`src/rtl/rcb_alloc.sv`:
```
// rcb_alloc: crossbar allocator, per-output round-robin, connection held from grant until the owner's tail
//   clk, rst_n : clock, asynchronous active-low reset
//   req[i][j]  : input i requests output j (one-hot per input)
//   tail[i]    : input i finished its packet, release its connection
//   cfg[j][i]  : input i connected to output j (at most one bit per row)
//   gnt[i]     : input i owns some output
//   err[i]     : req[i] was multi-hot on the previous edge
module rcb_alloc #(
  parameter int NN = 5,
  parameter int MN = 5
) (
  input  logic                   clk,
  input  logic                   rst_n,
  input  logic [NN-1:0][MN-1:0]  req,
  input  logic [NN-1:0]          tail,
  output logic [MN-1:0][NN-1:0]  cfg,
  output logic [NN-1:0]          gnt,
  output logic [NN-1:0]          err
);
  localparam int PW = NN > 1 ? $clog2(NN) : 1;
  typedef enum logic {IDLE, BUSY} state_t;
  logic [NN-1:0] multi;
  logic [NN-1:0] err_q;
  always_comb begin
    for (int i = 0; i < NN; i++) multi[i] = |(req[i] & (req[i] - MN'(1)));
  end
  always_ff @(posedge clk or negedge rst_n) begin
    if (!rst_n) err_q <= '0;
    else err_q <= multi;
  end
  assign err = err_q;
  always_comb begin
    gnt = '0;
    for (int j = 0; j < MN; j++) gnt = gnt | cfg[j];
  end
  for (genvar j = 0; j < MN; j++) begin : g_out
    state_t        state_q, state_d;
    logic [NN-1:0] own_q, own_d;
    logic [PW-1:0] ptr_q, ptr_d;
    logic [NN-1:0] cand;
    logic          found;
    int            idx;
    // granted or multi-hot inputs never compete, so no input can win two outputs
    always_comb begin
      for (int i = 0; i < NN; i++) cand[i] = req[i][j] & ~gnt[i] & ~multi[i];
    end
    always_ff @(posedge clk or negedge rst_n) begin
      if (!rst_n) begin
        state_q <= IDLE;
        own_q   <= '0;
        ptr_q   <= '0;
      end else begin
        state_q <= state_d;
        own_q   <= own_d;
        ptr_q   <= ptr_d;
      end
    end
    // a released output skips arbitration on the release edge, forcing one idle cycle
    always_comb begin
      state_d = state_q;
      own_d   = own_q;
      ptr_d   = ptr_q;
      found   = 1'b0;
      idx     = 0;
      if (state_q == BUSY) begin
        if (|(tail & own_q)) begin
          state_d = IDLE;
          own_d   = '0;
        end
      end else begin
        for (int k = 0; k < NN; k++) begin
          idx = int'(ptr_q) + k;
          if (idx >= NN) idx -= NN;
          if (!found && cand[idx]) begin
            found      = 1'b1;
            state_d    = BUSY;
            own_d      = '0;
            own_d[idx] = 1'b1;
            ptr_d      = PW'(idx == NN - 1 ? 0 : idx + 1);
          end
        end
      end
    end
    assign cfg[j] = state_q == BUSY ? own_q : '0;
  end
endmodule

```
`config.mk`:
```
export PLATFORM = sky130hd
export DESIGN_NAME = rcb_alloc
export DESIGN_NICKNAME = d
export VERILOG_FILES = /design/src/rtl/rcb_alloc.sv
export SDC_FILE = /design/constraint.sdc
export NUM_CORES = 1
export LEC_CHECK = 0
export CORE_MARGIN = 2
export CORE_UTILIZATION = 55
export DETAILED_ROUTE_END_ITERATION = 6
export PLACE_DENSITY = 0.77
export SETUP_SLACK_MARGIN = 0.05
export SLEW_MARGIN = 20
export SYNTH_ARGS = -nofsm -noshare
export SYNTH_HDL_FRONTEND = slang
export SYNTH_SLANG_ARGS = --single-unit
```
`constraint.sdc`:
```
create_clock -name clk -period 3.86 [get_ports clk]
set_clock_uncertainty 0.1 [all_clocks]
set_input_delay 0.772 -clock clk [delete_from_list [all_inputs] [get_ports clk]]
set_output_delay 0.772 -clock clk [all_outputs]
set_load 0.02 [all_outputs]
```
Word level (Yosys, flattened, before mapping)
Index checks and enable logic that the tools add are counted.

Input port bits: 32. Register bits after elaboration: 50. Logic and storage cells: 705. Output and inout port bits: 35.

Muxes and demuxes: 335. Equality and inequality tests: 30. $lt $le $gt $ge: 75. Add/subtract/negate cells: 75. Reduce and logical (&&, ||, !) cells: 95. Bitwise gates (word level): 79.

Operator list (number): 2-to-1 mux 32 bit (50); == test 32 x 4 -> 1 bit (second input constant) (25); greater-or-equal comparator 32 x 1 -> 1 bit (second input constant) (25); less-than comparator 32 x 5 -> 1 bit (second input constant) (25); 2-to-1 mux 5 bit (40); 2-to-1 mux 3 bit (50); 2-to-1 mux 1 bit (145); subtractor 4 x 3 -> 5 bit (second input constant) (20); greater-or-equal comparator 4 x 3 -> 1 bit (second input constant) (20); adder 3 x 2 -> 3 bit (second input constant) (25); binary-select mux 1 bit (select 3 bit) (25); demux 1 bit (select 3 bit) (25); AND 1 bit (50); AND 5 bit (10); OR reduction 5 bit (10); logical AND 1 bit (45); adder 3 x 2 -> 4 bit (second input constant) (10); nonzero test 6 bit (5); nonzero test 5 bit (5); subtractor 5 x 1 -> 5 bit (second input constant) (5); adder 3 x 1 -> 4 bit (second input constant) (5); adder 3 x 3 -> 4 bit (second input constant) (5); logical NOT 1 bit (20); OR 5 bit (4); 5 further kinds (40).

Longest topological paths before layout
Depth after elaboration: 29. Depth in mapped cells: 18. Gate-level depth less buffers: 15.

Worst setup path before layout
No wires, ideal clock.

Path type: reg-to-reg. From: register g_out[0].ptr_q[0]. To: register g_out[0].own_q[3]. Path buffers: 3. Required time: 3.681 ns. Stages on the path, launching flop included: 16. Slack: -0.377 ns. Data arrival time: 4.058 ns. Clock period less this slack: 4.237 ns. Library setup time: 0.079 ns. Path through: dfrtp_1 > buf_2 > inv_1 > clkbuf_1 > ha_1 > clkbuf_1 > or2_2 > a211oi_1 > nor2_1 > inv_1 > o211ai_1 > a221o_1 > a211o_1 > o31ai_1 > a221o_1 > a2bb2oi_1.

Cells in the longest elaborated chain, start to end: 24. Elaborated cells between the ends (all ways): 88. Those cells by class: 9 x add/sub; 15 x order compare; 49 x mux; 15 x reduce/logical.

Ends and longest elaborated chain: start, declared (RTL line 39) `logic [PW-1:0] ptr_q, ptr_d;`; start signal, assigned (RTL line 55) `ptr_q <= ptr_d;`; parallel branches: the longest is 24 deep, another holds subtractor 4 x 3 -> 5 bit; end signal, assigned (RTL line 54) `own_q <= own_d;`; end, declared (RTL line 38) `logic [NN-1:0] own_q, own_d;`.

Parallel ways; which one is timed is not known. The select of a mux whose other input is x is not followed. A chain may end at the register's enable or synchronous reset.

Worst setup path after layout
From: input port req[17] (netlist bit). To: register g_out[4].own_q[2].

Cells in the longest elaborated chain, start to end: 26. Elaborated cells between the ends (all ways): 43. Those cells by class: 1 x add/sub; 28 x mux; 3 x bitwise; 11 x reduce/logical.

Ends and longest elaborated chain: start, declared (RTL line 14) `input logic [NN-1:0][MN-1:0] req,`; subtractor 5 x 1 -> 5 bit (RTL line 25) `for (int i = 0; i < NN; i++) multi[i] = |(req[i] & (req[i] - MN'(1)));`; AND 5 bit * (RTL line 25); OR reduction 5 bit * (RTL line 25); inverter 1 bit * (RTL line 45) `for (int i = 0; i < NN; i++) cand[i] = req[i][j] & ~gnt[i] & ~multi[i];`; AND 1 bit * (RTL line 45); binary-select mux 1 bit (select 3 bit) (RTL line 74) `if (!found && cand[idx]) begin`; 2-to-1 mux 1 bit (implied by the code) (2 in series) (RTL line 74); 2-to-1 mux 1 bit (RTL line 74); [9 not listed]; logical NOT 1 bit (RTL line 74); logical AND 1 bit (RTL line 74); 2-to-1 mux 1 bit (RTL line 74); 2-to-1 mux 1 bit (RTL line 65) `if (state_q == BUSY) begin`; logical NOT 1 bit (RTL line 74); logical AND 1 bit (RTL line 74); nonzero test 6 bit (no source line) / 2-to-1 mux 5 bit (equally long branches); AND reduction 2 bit (no source line) / 2-to-1 mux 5 bit (equally long branches); end signal, assigned (RTL line 54); end, declared (RTL line 38).

Mark *: on every way between the ends. The rest lies on a longest branch, timed or not. The select of a mux whose other input is x is not followed.

==> summary.txt <==
detailed router's first-iteration violation count -> 1801
Post-Route WL -> 48.99 mm
#FFs+latches synth -> 50
DR pass1 iterations -> 6
final hold slack -> 0.2769 ns
instance area at placement -> 15200 sq um
Root Buffer -> clkbuf_16
Syn Nets -> 1918
post-route ant nets -> 0
fin. max-slew vios -> 0
Clock transition at path regs -> 0.09 ns
ys flop type -> dfrtp_1
Initial Util -> 0.5598
most common cell after layout, fill and taps aside -> buf_4
HP Class -> in -> async
Max-Cap Viols -> 0
Max stage delay on crit path -> 0.46 ns
CTS tree -> done
core area -> 21760 sq um
cts bufs inserted -> 5
outcome -> finished clean
Hold Buf Count CTS -> 0
Final Setup Violations -> 0
number of global-route vias before repair -> 14.51k
WP buf/inv -> 4
worst r2r dst -> g_out[0].ptr_q[2]
Area growth syn-to-layout -> 30.50%
final period utilization -> 0.9677
placement row count -> 54
number of synthesis warnings -> 0
H-tree Lvls -> 2
Post-Syn Area -> 12180 sq um
largest net degree at the start of global routing -> 38
routed via count -> 15.74k
layout cell share with drive strength beyond 1 -> 0.2210
Total Die Area -> 23350 sq um
Total GRT Usage -> 0.3945
most frequent cells in the layout -> buf_4, nand2_1, a21oi_1
Synth async-reset ratio -> 1.000
area of all placed cells without fillers -> 15890 sq um
fin cells -> 2349
CP startpoint -> req[17]
min Tclk post-route -> 3.735 ns
first-pass GRT wire length -> 75.84 mm
Yosys cell types -> 84
Worst path top cell family by delay -> simple AND/OR/NAND/NOR gates
number of synthesized flops with an enable pin -> 0
Tightest Pin Transition -> 1.010 ns
Final Hold Fails -> 0
Avg WL per Cell -> 20.86 um
chip width -> 152.8 um
Setup CP Type -> in -> reg
worst skew pair latency -> 0.33 ns
Syn Area/Cell -> 6.915 sq um
Critical Path Slowest Stage Cell -> clkdlybuf4s50_1
Nets -> 2224
most used cell, CP -> buf_4
crit start category -> input port
sequential share of the synthesized area -> 0.1027
antenna violations before repair -> 1
Ports -> 67
CP cell instances -> clkdlybuf4s50_1 > buf_4 > nor4b_1 > nand3_1 > nor3_1 > o21a_1 > mux2i_4 > buf_4 > a31oi_1 > buf_4 > nor2_1 > nor4_1 > o31ai_1
port bufs -> 66
max-slew headroom at the worst pin -> 0.3221
flop2flop setup slack -> 0.15 ns
fill count -> 1824
Max Clk Rate -> 267.7 MHz
residual overflow from global routing -> 0
CP Data Arrival Time -> 3.83 ns
vias per cell -> 6.699
gp weighted congestion -> 1.017
DP HPWL -> 38.64 mm
R2R cell count -> 14
CP max FO -> 5
Syn Inst Count -> 1761
CP required -> 3.96 ns
drc violations -> 0
RSZ-0062 raised after global routing -> true
worst r2r src -> g_out[0].ptr_q[0]
clock sink total -> 50
Die Ht -> 152.8 um
DP Cell Count -> 2322
maximum clock insertion buffer count -> 2
CP Capture Type -> flop
## routing by layer
layer | wire (um) | global-route usage | up-vias
li1 | - | - | 7297
met1 | 20590 | 0.5391 | 7431
met2 | 21830 | 0.6252 | 869
met3 | 4825 | 0.06712 | 139
met4 | 1750 | 0.1451 | 0
met5 | 0 | 0 | -
## metrics by stage
stage          setup WS, ns    TNS [ns]    util
3_3_place_gp        -0.1854      -2.565  0.6985
6_report             0.1247           0  0.7305
3_5_place_dp        -0.2062      -2.863  0.6985
5_1_grt          -0.0003260  -0.0003260  0.7305
4_1_cts             0.01040           0  0.7078
2_1_floorplan       0.04988           0       -
## final cells by class
class,instances,area (sq um),share of cell area
repair buffers,380,3029,0.1906
well taps,280,350.3,0.02204
multi-input cells,1510,10620,0.6683
clock buffers,5,125.1,0.007873
diodes,1,2.502,0.0001575
flip-flops and latches,50,1255,0.07896
clock inverters,3,47.55,0.002992
inverters,120,461.7,0.02905
## logic make-up (layout without fill, tap and decap cells)
logic type	Yosys count	in the layout	share of synthesized area
XOR/XNOR	20	20	0.01438
AO/OA/AOI/OAI	629	629	0.3524
buffers and inverters	201	508	0.06247
flip-flops	50	50	0.1027
adder cells (fa/ha/maj)	128	128	0.1340
other	0	1	0
AND/OR/NAND/NOR	685	685	0.2912
multiplexers	48	48	0.04284
## state kept, by name (all words and copies together) (netlist names)
signal         flops
err                5
g_out.own_q       25
g_out.ptr_q       15
g_out.state_q      5
## what timing repair did
action / CTS / global route
resized for setup: 5 / 80
setup endpoints to repair: 12 / 44
pin swaps: 0 / 9
hold endpoints to repair: 0 / 0
cloned: 0 / 1
buffers inserted: 0 / 17
## Yosys cell counts (all sizes together), types with 10 or more instances
cell type,n,share of area
o21a,14,0.0086
o21bai,13,0.0080
nand2,156,0.048
a22oi,29,0.018
nor3b,14,0.0086
a32oi,11,0.0079
a31oi,33,0.017
buf,10,0.0036
o31ai,33,0.020
nor3,51,0.021
a21oi,153,0.063
nor2b,21,0.011
mux2,13,0.012
or2,16,0.0082
a221oi,11,0.0079
nand3,56,0.023
inv,118,0.036
a21o,28,0.017
o211ai,21,0.013
mux2i,33,0.027
a211o,13,0.0093
clkbuf,71,0.022
and2,45,0.023
o311ai,10,0.0072
or3,12,0.0062
dfrtp,50,0.10
a211oi,42,0.026
xnor2,12,0.0086
o22ai,23,0.012
nor4,22,0.011
nor4b,10,0.0072
ha,120,0.12
nand2b,39,0.020
nor2,139,0.043
and3,22,0.011
o21ai,89,0.037
nand4,44,0.023
## worst max-delay path by stage
| stage | to | depth (start not counted) |
|---|---|---|
| 6_report | g_out[4].own_q[2] | 13 |
| 5_1_grt | g_out[0].ptr_q[2] | 14 |
| 4_1_cts | g_out[2].ptr_q[1] | 13 |
| 3_5_place_dp | g_out[1].own_q[1] | 10 |
| 3_3_place_gp | g_out[0].ptr_q[2] | 11 |
| 2_1_floorplan | g_out[0].ptr_q[0] | 13 |
Power is not shown: default switching activity piles up to over one toggle a cycle in this logic, so the estimate is an artifact.
